`config.mk`:
```
export PLATFORM = sky130hd
export DESIGN_NAME = freq_meter
export DESIGN_NICKNAME = d
export VERILOG_FILES = /design/src/rtl/freq_meter.sv
export SDC_FILE = /design/constraint.sdc
export NUM_CORES = 1
export LEC_CHECK = 0
export CAP_MARGIN = 40
export CORE_ASPECT_RATIO = 0.8
export CORE_MARGIN = 1
export CORE_UTILIZATION = 40
export DETAILED_ROUTE_END_ITERATION = 8
export PLACE_DENSITY_LB_ADDON = 0.08
export SYNTH_ARGS = -nofsm -noshare
export SYNTH_HDL_FRONTEND = slang
export SYNTH_SLANG_ARGS = --single-unit
```
`constraint.sdc`:
```
create_clock -name clk -period 1.7 [get_ports clk]
set_input_delay 0.34 -clock clk [delete_from_list [all_inputs] [get_ports clk]]
set_output_delay 0.34 -clock clk [all_outputs]
set_load 0.01 [all_outputs]
```
`src/rtl/freq_meter.sv`:
```
// freq_meter
//   Counts rising edges of an asynchronous input over a fixed gate window of
//   GATE_CYCLES clock cycles and reports the count.
//   Each measurement runs IDLE -> ARM -> GATE -> DONE.
//   The result registers update on the clock edge that ends DONE.
//
// Parameters
//   GATE_CYCLES  gate window length in clk cycles (>= 1)
//   CNT_WIDTH    width of the edge-count result
//
// Ports
//   clk           sole clock, rising edge
//   rst           asynchronous active-high reset
//   sig_i         signal under measurement (asynchronous to clk)
//   start_i       request a measurement (only looked at in IDLE)
//   continuous_i  re-arm after each result (looked at in DONE)
//   busy_o        measurement in progress (ARM, GATE or DONE)
//   freq_o        rising-edge count of the last completed window
//   valid_o       one-cycle pulse when freq_o/ovf_o take a new value
//   ovf_o         last completed window's count saturated
module freq_meter #(
    parameter int GATE_CYCLES = 1000,
    parameter int CNT_WIDTH   = 16
) (
    input  logic                 clk,
    input  logic                 rst,
    input  logic                 sig_i,
    input  logic                 start_i,
    input  logic                 continuous_i,
    output logic                 busy_o,
    output logic [CNT_WIDTH-1:0] freq_o,
    output logic                 valid_o,
    output logic                 ovf_o
);

    // Sized so that GATE_CYCLES itself is representable; the counter never wraps.
    localparam int GW = $clog2(GATE_CYCLES + 1);

    localparam logic [CNT_WIDTH-1:0] CNT_MAX  = {CNT_WIDTH{1'b1}};
    localparam logic [GW-1:0]        GATE_LAST = GW'(GATE_CYCLES - 1);

    typedef enum logic [1:0] {IDLE, ARM, GATE, DONE} state_t;

    state_t               state;
    state_t               state_next;
    logic                 sync1;
    logic                 sync2;
    logic                 history;
    logic                 edge_pulse;
    logic [CNT_WIDTH-1:0] edge_cnt;
    logic                 ovf_flag;
    logic [GW-1:0]        gate_cnt;
    logic                 gate_done;

    // Two-flop synchronizer, then a history flop for rising-edge detection.
    // A high input at reset release counts as an edge because all three flops
    // reset to 0.
    always_ff @(posedge clk or posedge rst) begin
        if (rst) begin
            sync1   <= 1'b0;
            sync2   <= 1'b0;
            history <= 1'b0;
        end else begin
            sync1   <= sig_i;
            sync2   <= sync1;
            history <= sync2;
        end
    end

    assign edge_pulse = sync2 & ~history;
    assign gate_done  = (gate_cnt == GATE_LAST);

    // State register
    always_ff @(posedge clk or posedge rst) begin
        if (rst) begin
            state <= IDLE;
        end else begin
            state <= state_next;
        end
    end

    // Next-state and busy decode
    always_comb begin
        state_next = state;
        busy_o     = 1'b1;
        case (state)
            IDLE: begin
                busy_o = 1'b0;
                if (start_i) begin
                    state_next = ARM;
                end
            end
            ARM: begin
                state_next = GATE;
            end
            GATE: begin
                if (gate_done) begin
                    state_next = DONE;
                end
            end
            DONE: begin
                state_next = continuous_i ? ARM : IDLE;
            end
            default: begin
                state_next = IDLE;
            end
        endcase
    end

    // Datapath.
    // ARM clears the window counters.
    // GATE counts cycles and edge pulses, saturating the edge count and
    // flagging any edge that arrives while it is saturated.
    // DONE publishes the result.
    always_ff @(posedge clk or posedge rst) begin
        if (rst) begin
            edge_cnt <= '0;
            ovf_flag <= 1'b0;
            gate_cnt <= '0;
            freq_o   <= '0;
            ovf_o    <= 1'b0;
            valid_o  <= 1'b0;
        end else begin
            valid_o <= 1'b0;
            case (state)
                ARM: begin
                    edge_cnt <= '0;
                    ovf_flag <= 1'b0;
                    gate_cnt <= '0;
                end
                GATE: begin
                    gate_cnt <= gate_cnt + 1'b1;
                    if (edge_pulse) begin
                        if (edge_cnt == CNT_MAX) begin
                            ovf_flag <= 1'b1;
                        end else begin
                            edge_cnt <= edge_cnt + 1'b1;
                        end
                    end
                end
                DONE: begin
                    freq_o  <= edge_cnt;
                    ovf_o   <= ovf_flag;
                    valid_o <= 1'b1;
                end
                default: begin
                end
            endcase
        end
    end

endmodule
```
=== Yosys cells after proc, flatten, opt, wreduce, memory -nomap -nowiden ===
Cells that the tools add are included.

* Word-level logic and storage cells: 42
* Input port bits: 5
* Output and inout bits: 19
* Bits in registers: 50

* $add $sub $neg: 2
* Bitwise operators: 2
* Eq/ne operators: 10
* Reduce and logical (&&, ||, !) cells: 5
* Mux-type cells: 13

{| class="wikitable"
|+ Operator list
! operator !! count
|-
| $mux 16 || 2
|-
| $pmux 16 s2 || 1
|-
| $pmux 10 s2 || 1
|-
| $add 16x1->16 const B || 1
|-
| $eq 16x16->1 const B || 1
|-
| $add 10x1->10 const B || 1
|-
| $eq 10x10->1 const B || 1
|-
| $ne 2x2->1 const B || 5
|-
| $pmux 2 s4 || 1
|-
| $reduce_and 3->1 || 2
|-
| $mux 1 || 5
|-
| $eq 2x2->1 const B || 2
|-
| $mux 2 || 2
|-
| $eq 2x1->1 const B || 1
|-
| $logic_not 2->1 || 1
|-
| $pmux 1 s2 || 1
|-
| $reduce_and 2->1 || 1
|-
| $reduce_bool 2->1 || 1
|-
| $and 1x1->1 || 1
|-
| $not 1->1 || 1
|}

=== Depth between registers and ports, before layout ===
* Depth in word-level cells: 4
* Gate-level depth with buffers: 7
* Gate-level depth less buffers: 7

=== Worst setup path after synthesis ===
OpenSTA, ideal clock, no wires.

* Path type: register -> register
* Start point: reg edge_cnt[0]
* End point: reg edge_cnt[10]
* Setup slack: -52 ps
* Cell stages (with the launch flop): 7
* Path buffers: 0
* Required time: 1,574 ps
* Data arrival time: 1,626 ps
* Setup time: 126 ps
* Path through: dfrtp_1 -> ha_1 -> nand4_2 -> nor3_4 -> a21o_2 -> o311a_1 -> a221o_1

* Cells in the longest elaborated chain, start to end: 4

{| class="wikitable"
|+ Ends and longest elaborated chain
! element !! line !! source
|-
| start, declared || 50 || <nowiki>logic [CNT_WIDTH-1:0] edge_cnt;</nowiki>
|-
| start signal, assigned || 137 || <nowiki>edge_cnt <= edge_cnt + 1'b1;</nowiki>
|-
| $add 16x1->16 || 137 ||
|-
| $mux 16 || 134 || <nowiki>if (edge_cnt == CNT_MAX) begin</nowiki>
|-
| $mux 16 || 133 || <nowiki>if (edge_pulse) begin</nowiki>
|-
| $pmux 16 s2 || 125 || <nowiki>case (state)</nowiki>
|}

Several ways; a longest one is shown, not always the timed one. The select of a mux whose other input is x is not followed.
A chain may end at the register's enable or synchronous reset.

=== Worst setup path after layout ===
* Start point: reg edge_cnt[0]
* End point: reg edge_cnt[13]

Same word-level chain as after synthesis.

==> reports/summary.json <==
{
  "status": "completed",
  "num_io_pins": 24,
  "antenna_violations_before_repair": 0,
  "postSynth.asyncResetShare_pct": 100.0,
  "place_hpwl_um": 3605,
  "nNetsFinal": 299,
  "finalCriticalPeriod_ps": 1681,
  "post_cts_hold_buffer_count": 0,
  "cell_total_after_placement": 356,
  "critical_path.reg2reg.endpoint": "edge_cnt[13]$_DFFE_PP0P_",
  "synth_ff_type": "dfrtp_1",
  "crit_path_top_delay_cell": "dfrtp_1",
  "routed_via_density": 4.989,
  "post-route-period-util_pct": 98.88,
  "h-tree-depth": 2,
  "synth_compound_area_share_pct": 11.11,
  "floorplan.rows": 24,
  "routed_wirelength_um": 4959,
  "synth_enable_flop_cells": 0,
  "cts-buffers-inserted": 5,
  "hold_path_depth": 0,
  "synth.avg_cell_area_um2": 10.90,
  "worst-setup-path-type": "register to register",
  "worstPathArrival_ps": 1860,
  "vias": 1821,
  "syn_nets": 231,
  "drt_iter0_markers": 50,
  "yosys.area_share.adder_pct": 3.669,
  "cts_tree": "built",
  "grt_setup_unrepaired": "true",
  "power_mw": 3.566,
  "core-area_um2": 5585,
  "ys_types": 46,
  "final_cell_area_um2": 3223,
  "setup-violations-final": 0,
  "clkTransAtPathRegs_ps": 100,
  "clock_latency_ps": 300,
  "synth_sequential_area_ratio_pct": 52.41,
  "final_critical_path_setup_slack_ps": 19.08,
  "skew_ps": 15.19,
  "layout_common_cells": "dfrtp_1 (48), buf_4 (41), nand2_1 (22), clkdlybuf4s50_1 (22), mux2_2 (17)",
  "finalCoreUtilization_pct": 57.71,
  "clock_tree.root_cell": "clkbuf_8",
  "worst_reg2reg_startpoint": "edge_cnt[0]$_DFFE_PP0P_",
  "layoutNonFillerInstCount": 365,
  "synth-simple-area-share_pct": 16.61,
  "largest_net_degree_at_the_start_of_global_routing": 51,
  "post_drt_wl_per_cell_um": 13.59,
  "layout_commonest_cell": "dfrtp_1",
  "fin_hold_ws_ps": 357.8,
  "crit_required_ps": 1880,
  "worst_pin_slew_ps": 314.7,
  "synth_xor_xnor_area_share_pct": 2.568,
  "timing.critical_path.cells": "ha_4 -> nand4_4 -> nor3_4 -> a21oi_1 -> buf_4 -> and3_1 -> a211o_1",
  "area_delta_synth_final_pct": 35.01,
  "drc": 0,
  "synth.area.mux_share_pct": 10.53,
  "clock-sinks": 50,
  "final_hold_viol_count": 0,
  "holdCritPathClass": "register to register",
  "p_leak_nw": 1.464,
  "worstRegToRegCells": 7,
  "synth_area_um2": 2387,
  "critical_path_peak_fanout": 8,
  "starting_utilization_of_the_core_area_pct": 42.74,
  "postRouteAntennaNets": 0,
  "reg2reg_setup_slack_ps": 20,
  "synthesized_instance_count": 219,
  "min-delay-start": "sync1$_DFF_PP0_",
  "first_pass_detailed_route_iteration_total": 4,
  "globalRoute.totalOverflow": 0,
  "min_to": "sync2$_DFF_PP0_",
  "first_global_vias": 1745,
  "filler_cell_count": 495,
  "rel_slew_slack_pct": 78.74,
  "routabilityCongestion": 0.8709,
  "dpl_cell_area_um2": 3013,
  "critical-path-max-stage-delay_ps": 400,
  "die_w_um": 88.37,
  "critical_path.endpoint_type": "register",
  "yosys_register_bits": 50,
  "yosys_warnings": 0,
  "drv_slew": 0,
  "achievable-frequency_mhz": 594.9,
  "power_density_nw_per_um2": 1106,
  "final_layout_size_suffix_gt1_share_pct": 32.40,
  "portBuffers": 23,
  "worst_ir_drop_on_vdd_uv": 724.5,
  "insertedDiodeCount": 0,
  "grt.total_usage_pct": 17.49,
  "fin_tns_setup_ps": 0,
  "die_height_um": 71.10,
  "cts.path.max_buffers": 2,
  "global_route_wire_length_before_repair_um": 8293,
  "die_footprint_um2": 6283,
  "cap_violations": 0,
  "place_ws_ps": -6.899,
  "synth_top_family_by_area": "simple AND/OR/NAND/NOR gates",
  "timing.critical_path.from_type": "register"
}
-- cells by family after synthesis --
logic type / Yosys count
muxes: 23
DFF: 50
xor gates and xnor gates: 7
adders and majority gates: 7
AOI/OAI and AO/OA: 39
and+or+nand+nor: 76
buffers and inverters: 17
-- worst max path at each step --
stage	startpoint	end	slack (ps)	depth (start not counted)
2_1_floorplan	edge_cnt[0]$_DFFE_PP0P_	edge_cnt[10]$_DFFE_PP0P_	-7	6
3_3_place_gp	edge_cnt[0]$_DFFE_PP0P_	edge_cnt[10]$_DFFE_PP0P_	20	6
3_5_place_dp	edge_cnt[0]$_DFFE_PP0P_	edge_cnt[10]$_DFFE_PP0P_	-7	6
4_1_cts	edge_cnt[0]$_DFFE_PP0P_	edge_cnt[5]$_DFFE_PP0P_	4	7
5_1_grt	edge_cnt[0]$_DFFE_PP0P_	edge_cnt[13]$_DFFE_PP0P_	-100	7
6_report	edge_cnt[0]$_DFFE_PP0P_	edge_cnt[13]$_DFFE_PP0P_	20	7
-- cells in the mapped netlist (2+ instances only) --
master / number / share of area [%]
o21ai_0: 9 / 1.9
nand2b_1: 3 / 0.79
and3_1: 3 / 0.79
xor2_1: 4 / 1.5
or2_2: 2 / 0.52
a211o_1: 2 / 0.73
nand2_1: 25 / 3.9
nor2b_1: 2 / 0.52
mux2i_1: 6 / 2.5
ha_1: 7 / 3.7
xnor2_1: 3 / 1.1
inv_1: 10 / 1.6
nor3b_1: 2 / 0.63
o21ai_1: 2 / 0.42
o311a_1: 2 / 0.84
nand3_1: 11 / 2.3
dfrtp_1: 50 / 52
nand4_1: 4 / 1.0
a31oi_1: 6 / 1.6
mux2_2: 17 / 8.0
clkbuf_1: 3 / 0.47
nor4_1: 2 / 0.52
o22ai_1: 4 / 1.0
nor3_1: 6 / 1.3
nor2_1: 9 / 1.4
buf_2: 2 / 0.42
a21oi_1: 4 / 0.84
-- per-layer routing --
layer	GRT usage, %	part of all wire [%]	vias up	routed length, µm
met5	0	0	-	0
met3	3.501	3.1	5	152
li1	-	-	917	-
met4	5.197	0.63	0	31
met1	28.28	57	872	2822
met2	23.16	39	27	1954
-- worst max-delay path: cells and delay by family, from the launching register on --
kind                       cells  cell delay (ps)
and+or+nand+nor                3              430
DFF                            1              400
AOI/OAI and AO/OA              2              360
adders and majority gates      1              180
buffers and inverters          1              180
-- power by group --
part | switching, mW | internal, mW | leakage (nW)
clock | 0.377 | 0.471 | 0.0573
sequential | 0.0612 | 1.28 | 0.681
combinational | 0.724 | 0.650 | 0.726
-- sequential cells by signal, indices dropped and copies added, names as in the netlist --
register  flops
edge_cnt     16
freq_o       16
gate_cnt     10
state         2
history       1
ovf_flag      1
ovf_o         1
sync1         1
sync2         1
valid_o       1
-- repair_timing --
| action | CTS | global route |
|---|---|---|
| buffers inserted | 0 | 2 |
| setup endpoints to repair | 3 | 15 |
| gates resized for setup | 4 | 20 |
| pin swaps | 1 | 4 |
-- area by class of cell --
class / instances / area (µm²) / area share, %
Sequential cell: 50 / 1254 / 38.90
Multi-Input combinational cell: 152 / 1135 / 35.21
Timing Repair Buffer: 67 / 579.3 / 17.97
Tap cell: 78 / 97.59 / 3.028
Clock buffer: 6 / 82.58 / 2.562
Inverter: 11 / 45.04 / 1.398
Clock inverter: 1 / 30.03 / 0.9317
Power figures use the tool's default switching activity.
